**src/rtl/mem_port_arbiter_if.sv**
```systemverilog
// rtl/mem_port_arbiter_if.sv - requester ports and memory-macro side of mem_port_arbiter
// master: the arbiter itself; slave: the requesters and memory that surround it.
interface mem_port_arbiter_if #(
  parameter int AW = 32,
  parameter int DW = 32
);
  logic          c_req;
  logic          c_we;
  logic [AW-1:0] c_addr;
  logic [DW-1:0] c_wdata;
  logic [DW-1:0] c_rdata;
  logic          c_ack;

  logic          d_req;
  logic          d_we;
  logic [AW-1:0] d_addr;
  logic [DW-1:0] d_wdata;
  logic [DW-1:0] d_rdata;
  logic          d_ack;

  logic          m_en;
  logic          m_we;
  logic [AW-1:0] m_addr;
  logic [DW-1:0] m_wdata;
  logic [DW-1:0] m_rdata;

  logic          busy;
  logic          grant;

  modport master (
    input  c_req, c_we, c_addr, c_wdata,
    output c_rdata, c_ack,
    input  d_req, d_we, d_addr, d_wdata,
    output d_rdata, d_ack,
    output m_en, m_we, m_addr, m_wdata,
    input  m_rdata,
    output busy, grant
  );

  modport slave (
    output c_req, c_we, c_addr, c_wdata,
    input  c_rdata, c_ack,
    output d_req, d_we, d_addr, d_wdata,
    input  d_rdata, d_ack,
    input  m_en, m_we, m_addr, m_wdata,
    output m_rdata,
    input  busy, grant
  );
endinterface

```
**src/rtl/mem_port_arbiter.sv**
```systemverilog
// rtl/mem_port_arbiter.sv - core/debug req-ack arbiter for a fixed-wait-state single-ported memory
// MEM_ARB_RR_EN: round-robin on simultaneous requests; undefined gives fixed core priority.
module mem_port_arbiter #(
  parameter int AW       = 32,
  parameter int DW       = 32,
  parameter int WAIT_CYC = 2
) (
  input logic                clock,
  input logic                reset,
  mem_port_arbiter_if.master bus
);

  localparam int CW = $clog2(WAIT_CYC + 1);
  localparam logic [CW-1:0] CNT_LOAD = CW'(WAIT_CYC - 1);

  localparam logic [1:0] S_IDLE   = 2'd0;
  localparam logic [1:0] S_ACCESS = 2'd1;
  localparam logic [1:0] S_DONE   = 2'd2;

  logic [1:0]    state;
  logic [CW-1:0] cnt;
  logic          we_q;
  logic          grant_q;
  logic [AW-1:0] addr_q;
  logic [DW-1:0] wdata_q;
  logic [DW-1:0] c_rdata_q;
  logic [DW-1:0] d_rdata_q;
  logic          pick_d;

`ifdef MEM_ARB_RR_EN
  logic last_grant;

  // On a tie the port that did not own the previous access wins.
  assign pick_d = bus.d_req & (~bus.c_req | ~last_grant);

  always_ff @(posedge clock) begin
    if (reset) begin
      last_grant <= 1'b1;
    end else if (state == S_DONE) begin
      last_grant <= grant_q;
    end
  end
`else
  assign pick_d = bus.d_req & ~bus.c_req;
`endif

  always_ff @(posedge clock) begin
    if (reset) begin
      state     <= S_IDLE;
      cnt       <= '0;
      we_q      <= 1'b0;
      grant_q   <= 1'b0;
      addr_q    <= '0;
      wdata_q   <= '0;
      c_rdata_q <= '0;
      d_rdata_q <= '0;
    end else begin
      case (state)
        S_IDLE: begin
          if (bus.c_req | bus.d_req) begin
            grant_q <= pick_d;
            we_q    <= pick_d ? bus.d_we    : bus.c_we;
            addr_q  <= pick_d ? bus.d_addr  : bus.c_addr;
            wdata_q <= pick_d ? bus.d_wdata : bus.c_wdata;
            cnt     <= CNT_LOAD;
            state   <= S_ACCESS;
          end
        end
        S_ACCESS: begin
          if (cnt == '0) begin
            // Memory data is only valid on the last enabled cycle.
            if (!we_q) begin
              if (grant_q) begin
                d_rdata_q <= bus.m_rdata;
              end else begin
                c_rdata_q <= bus.m_rdata;
              end
            end
            state <= S_DONE;
          end else begin
            cnt <= cnt - CW'(1);
          end
        end
        S_DONE:  state <= S_IDLE;
        default: state <= S_IDLE;
      endcase
    end
  end

  assign bus.m_en    = (state == S_ACCESS);
  assign bus.m_we    = (state == S_ACCESS) & we_q;
  assign bus.m_addr  = addr_q;
  assign bus.m_wdata = wdata_q;
  assign bus.busy    = (state != S_IDLE);
  assign bus.grant   = grant_q;
  assign bus.c_ack   = (state == S_DONE) & ~grant_q;
  assign bus.d_ack   = (state == S_DONE) & grant_q;
  assign bus.c_rdata = c_rdata_q;
  assign bus.d_rdata = d_rdata_q;

endmodule
```
**src/flat_wrapper.sv**
```systemverilog
// flat-port wrapper written by rule: the top's interface ports become plain ports
module mem_port_arbiter_flat 
#(
  parameter int AW       = 32,
  parameter int DW       = 32,
  parameter int WAIT_CYC = 2
)
  (clock, reset, bus_c_req, bus_c_we, bus_c_addr, bus_c_wdata, bus_c_rdata, bus_c_ack, bus_d_req, bus_d_we, bus_d_addr, bus_d_wdata, bus_d_rdata, bus_d_ack, bus_m_en, bus_m_we, bus_m_addr, bus_m_wdata, bus_m_rdata, bus_busy, bus_grant);
  mem_port_arbiter_if #(.AW(AW), .DW(DW)) bus_i ();
  input logic clock;
  input logic reset;
  input wire logic [$bits(bus_i.c_req)-1:0] bus_c_req;
  input wire logic [$bits(bus_i.c_we)-1:0] bus_c_we;
  input wire logic [$bits(bus_i.c_addr)-1:0] bus_c_addr;
  input wire logic [$bits(bus_i.c_wdata)-1:0] bus_c_wdata;
  output wire logic [$bits(bus_i.c_rdata)-1:0] bus_c_rdata;
  output wire logic [$bits(bus_i.c_ack)-1:0] bus_c_ack;
  input wire logic [$bits(bus_i.d_req)-1:0] bus_d_req;
  input wire logic [$bits(bus_i.d_we)-1:0] bus_d_we;
  input wire logic [$bits(bus_i.d_addr)-1:0] bus_d_addr;
  input wire logic [$bits(bus_i.d_wdata)-1:0] bus_d_wdata;
  output wire logic [$bits(bus_i.d_rdata)-1:0] bus_d_rdata;
  output wire logic [$bits(bus_i.d_ack)-1:0] bus_d_ack;
  output wire logic [$bits(bus_i.m_en)-1:0] bus_m_en;
  output wire logic [$bits(bus_i.m_we)-1:0] bus_m_we;
  output wire logic [$bits(bus_i.m_addr)-1:0] bus_m_addr;
  output wire logic [$bits(bus_i.m_wdata)-1:0] bus_m_wdata;
  input wire logic [$bits(bus_i.m_rdata)-1:0] bus_m_rdata;
  output wire logic [$bits(bus_i.busy)-1:0] bus_busy;
  output wire logic [$bits(bus_i.grant)-1:0] bus_grant;
  assign bus_i.c_req = bus_c_req;
  assign bus_i.c_we = bus_c_we;
  assign bus_i.c_addr = bus_c_addr;
  assign bus_i.c_wdata = bus_c_wdata;
  assign bus_c_rdata = bus_i.c_rdata;
  assign bus_c_ack = bus_i.c_ack;
  assign bus_i.d_req = bus_d_req;
  assign bus_i.d_we = bus_d_we;
  assign bus_i.d_addr = bus_d_addr;
  assign bus_i.d_wdata = bus_d_wdata;
  assign bus_d_rdata = bus_i.d_rdata;
  assign bus_d_ack = bus_i.d_ack;
  assign bus_m_en = bus_i.m_en;
  assign bus_m_we = bus_i.m_we;
  assign bus_m_addr = bus_i.m_addr;
  assign bus_m_wdata = bus_i.m_wdata;
  assign bus_i.m_rdata = bus_m_rdata;
  assign bus_busy = bus_i.busy;
  assign bus_grant = bus_i.grant;
  mem_port_arbiter #(.AW(AW), .DW(DW), .WAIT_CYC(WAIT_CYC)) u_core (.clock(clock), .reset(reset), .bus(bus_i));
endmodule
```
**config.mk**
```make
export PLATFORM = sky130hd
export DESIGN_NAME = mem_port_arbiter_flat
export DESIGN_NICKNAME = d
export VERILOG_FILES = /design/src/rtl/mem_port_arbiter_if.sv /design/src/rtl/mem_port_arbiter.sv /design/src/flat_wrapper.sv
export SDC_FILE = /design/constraint.sdc
export NUM_CORES = 1
export LEC_CHECK = 0
export CORE_MARGIN = 3
export CORE_UTILIZATION = 30
export CTS_BUF_LIST = sky130_fd_sc_hd__clkbuf_8
export CTS_CLUSTER_SIZE = 8
export DETAILED_ROUTE_END_ITERATION = 7
export PLACE_DENSITY = 0.72
export REMOVE_ABC_BUFFERS = 1
export SYNTH_ARGS = -nofsm -noshare
export SYNTH_HDL_FRONTEND = slang
export SYNTH_SLANG_ARGS = --single-unit
```
**constraint.sdc**
```tcl
create_clock -name clock -period 2.4 [get_ports clock]
set_input_delay 0.24 -clock clock [delete_from_list [all_inputs] [get_ports clock]]
set_output_delay 0.24 -clock clock [all_outputs]
set_load 0.1 [all_outputs]
```
==> impl_metrics.ini <==
[critical_path]
crit_required_ns = 2.69
critPathKind = reg -> reg
start_kind = register
rr_endpoint = u_core.bus.d_rdata[18]$_SDFFE_PP0P_
cpLargestDelayFamily = simple AND/OR/NAND/NOR gates
crit_slowest_cell = or3b_2
rrSetupSlack_ns = 0.56
max_stage_delay_ns = 0.47
path_max_fanout = 28
reg2reg_depth = 6
worstSetupStartpoint = u_core.cnt[0]$_SDFFE_PP0P_
r2r_start = u_core.cnt[0]$_SDFFE_PP0P_
path_buf_inv = 2
cp_cell_sequence = inv_1 > ha_1 > nand3b_4 > or3b_2 > buf_4 > mux2i_1
crit_arrival_ns = 2.13
end_kind = register

[place]
dpl_cell_area_sq_mm = 0.00881
dp_hpwl_um = 13200
io_buffer_count = 299
place_congestion = 0.745
dp.cells = 1165

[floorplanning]
start_util_pct = 30.7
core-area_sq_mm = 0.0188
die_y_um = 145
dieArea_sq_mm = 0.0209
ios = 300
row_count = 50
chipWidth_um = 145

[clock_tree]
cts-htree-levels = 4
post_cts.repair.setup_buffers = 0
cts_resized = 0
clock_sinks = 134
clk_latency_ns = 0.43
clk_pin_slew_ns = 0.09
root_buffer = clkbuf_8
cts_buffers = 17
clock_path_buffers = 2
hold_buffers = 0
cts_tree = done

[global_route]
gr-total-overflow = 0
grt_pass1_wl_um = 27800
grt_max_degree = 68
first_global_vias = 5347
antenna_found_initial = 0
grt_use_total_pct = 16.8

[logic_synthesis]
async_reset_ff_share_pct = 0
ys_types = 27
synth_ff_type = dfxtp_1
ys_ff_latch = 134
syn_area_sq_mm = 0.00577
syn_area_per_cell_sq_um = 8.95
synth_cells = 645
synth_edf_count = 0
yosysSeqAreaShare_pct = 46.5
yosys_warnings = 0

[timing]
finalSetupTns_ns = 0
hold_viol_final = 0
max_freq_mhz = 544
rsz0062_at_grt = false
slew_headroom_pct = 61.1
setup_violations = 0
tightest_slew_ns = 0.582
fin_crit_sh_pct = 76.5
clock_skew_ns = 0.00976
fin_crit_ns = 1.84
final_max_slew_viol_count = 0
hold_ws_ns = 0.360

[power]
p_leak_nw = 3.93
ir_drop_uv = 360
pwr_density_cell_mw_per_mm2 = 789

[routing]
avgViaCountPerCell = 4.76
drt-pass1-iter-count = 4
drcViolationCount = 0
ant_nets = 0
drt_iter0_markers = 183
vias = 5693
avgRoutedWirePerCell_um = 15.8
finalWirelength_um = 18800

[cells_and_area]
multiInputGateArea_sq_mm = 0.00284
drive_gt1_share_pct = 20.8
regArea_sq_mm = 0.00268
antenna_cells = 0
area_growth_pct = 59.7
stdcell_area_sq_mm = 0.00922
stdcell_count = 1196
n_fill_cell = 1793
final_nets = 1091

[worst_hold_path]
hold_path_class = in -> reg
hold_start = reset
min_to = u_core.bus.c_rdata[0]$_SDFFE_PP0P_
hold_depth = 3

[flow_run]
drv_cap = 0

[outcome]
outcome = completed
## flip-flops by register name (all words and copies together) (netlist names)
name	cells
u_core.bus.c_rdata	32
u_core.bus.d_rdata	32
u_core.bus.m_addr	32
u_core.bus.m_wdata	32
u_core.bus.grant	1
u_core.cnt	2
u_core.state	2
u_core.we_q	1
## metal layers
layer / vias to the layer above / GRT usage [%] / part of all wire, %
li1: 2800 / - / -
met1: 2644 / 19.8 / 41
met2: 231 / 28.1 / 48
met3: 18 / 7.26 / 9.4
met4: 0 / 4.66 / 1.4
met5: - / 0 / 0
## how the worst max path moves through the flow
stage	endpoint	slack, ns	cells past startpoint
floorplan	u_core.bus.m_addr[0]$_SDFFE_PP0P_	-4.09	4
global placement	u_core.bus.m_wdata[6]$_SDFFE_PP0P_	0.49	5
detailed placement	u_core.bus.m_wdata[13]$_SDFFE_PP0P_	0.37	5
CTS	bus_m_we	0.52	3
global route	bus_m_we	0.40	3
finish	u_core.bus.d_rdata[18]$_SDFFE_PP0P_	0.56	6
## cells in the final DEF (no fill, tap or decap), types with 2 or more instances in the layout
cell type and instances:
a21oi_1 68, a311oi_1 65, buf_12 11, buf_4 145, bufinv_16 3, clkbuf_8 17
clkdlybuf4s50_1 164, clkinv_4 3, clkinvlp_4 2, dfxtp_1 134, inv_1 4, inv_6 4
mux2i_1 64, nand2_1 132, nand2b_1 96, nor2_1 4, nor2_4 2, nor3b_1 2
## through the flow
| step | utilization, % | setup slack, ns | total power, mW |
|---|---|---|---|
| finish | 49.0 | 0.563 | 7.28 |
| floorplan | - | -4.09 | 4.49 |
| CTS | 49.0 | 0.518 | 7.37 |
| detailed placement | 46.8 | 0.369 | 5.35 |
| global placement | 46.8 | 0.491 | 5.33 |
| global route | 49.0 | 0.404 | 7.59 |
## Yosys cell counts (all sizes together) (2+ instances only)
library cell | count | share of area, %
a21oi | 68 | 5.9
nor3b | 3 | 0.48
nor2 | 6 | 0.39
a311oi | 65 | 9.9
mux2i | 64 | 11
nor2b | 2 | 0.22
buf | 21 | 2.1
nand2b | 97 | 11
dfxtp | 134 | 46
nand2 | 132 | 8.6
clkbuf | 39 | 2.5
inv | 3 | 0.20
## power breakdown
| group | internal [mW] | switching, mW | leakage (nW) |
|---|---|---|---|
| Combinational | 0.777 | 1.97 | 2.62 |
| Sequential | 2.42 | 0.118 | 1.10 |
| Clock | 1.03 | 0.960 | 0.205 |
## layout make-up
cell class	instances	share of cell area, %
repair buffers	320	32.0
multi-input cells	448	30.8
flip-flops and latches	134	29.1
well taps	260	3.53
clock buffers	17	2.54
clock inverters	14	1.90
inverters	3	0.122
## logic make-up (layout without fill, tap and decap cells)
family / count (synthesis) / in the layout / share of synthesized area [%]
buf+inv: 63 / 354 / 4.85
compound gates: 136 / 136 / 16.1
simple gates: 247 / 247 / 21.2
fa+ha+maj: 1 / 1 / 0.217
flops: 134 / 134 / 46.5
mux: 64 / 64 / 11.1
## worst min-delay path, stage by stage
cell and delay (ns):
buf_4 0.23, nand2b_1 0.19, mux2i_1 0.10
Power figures use the tool's default switching activity.
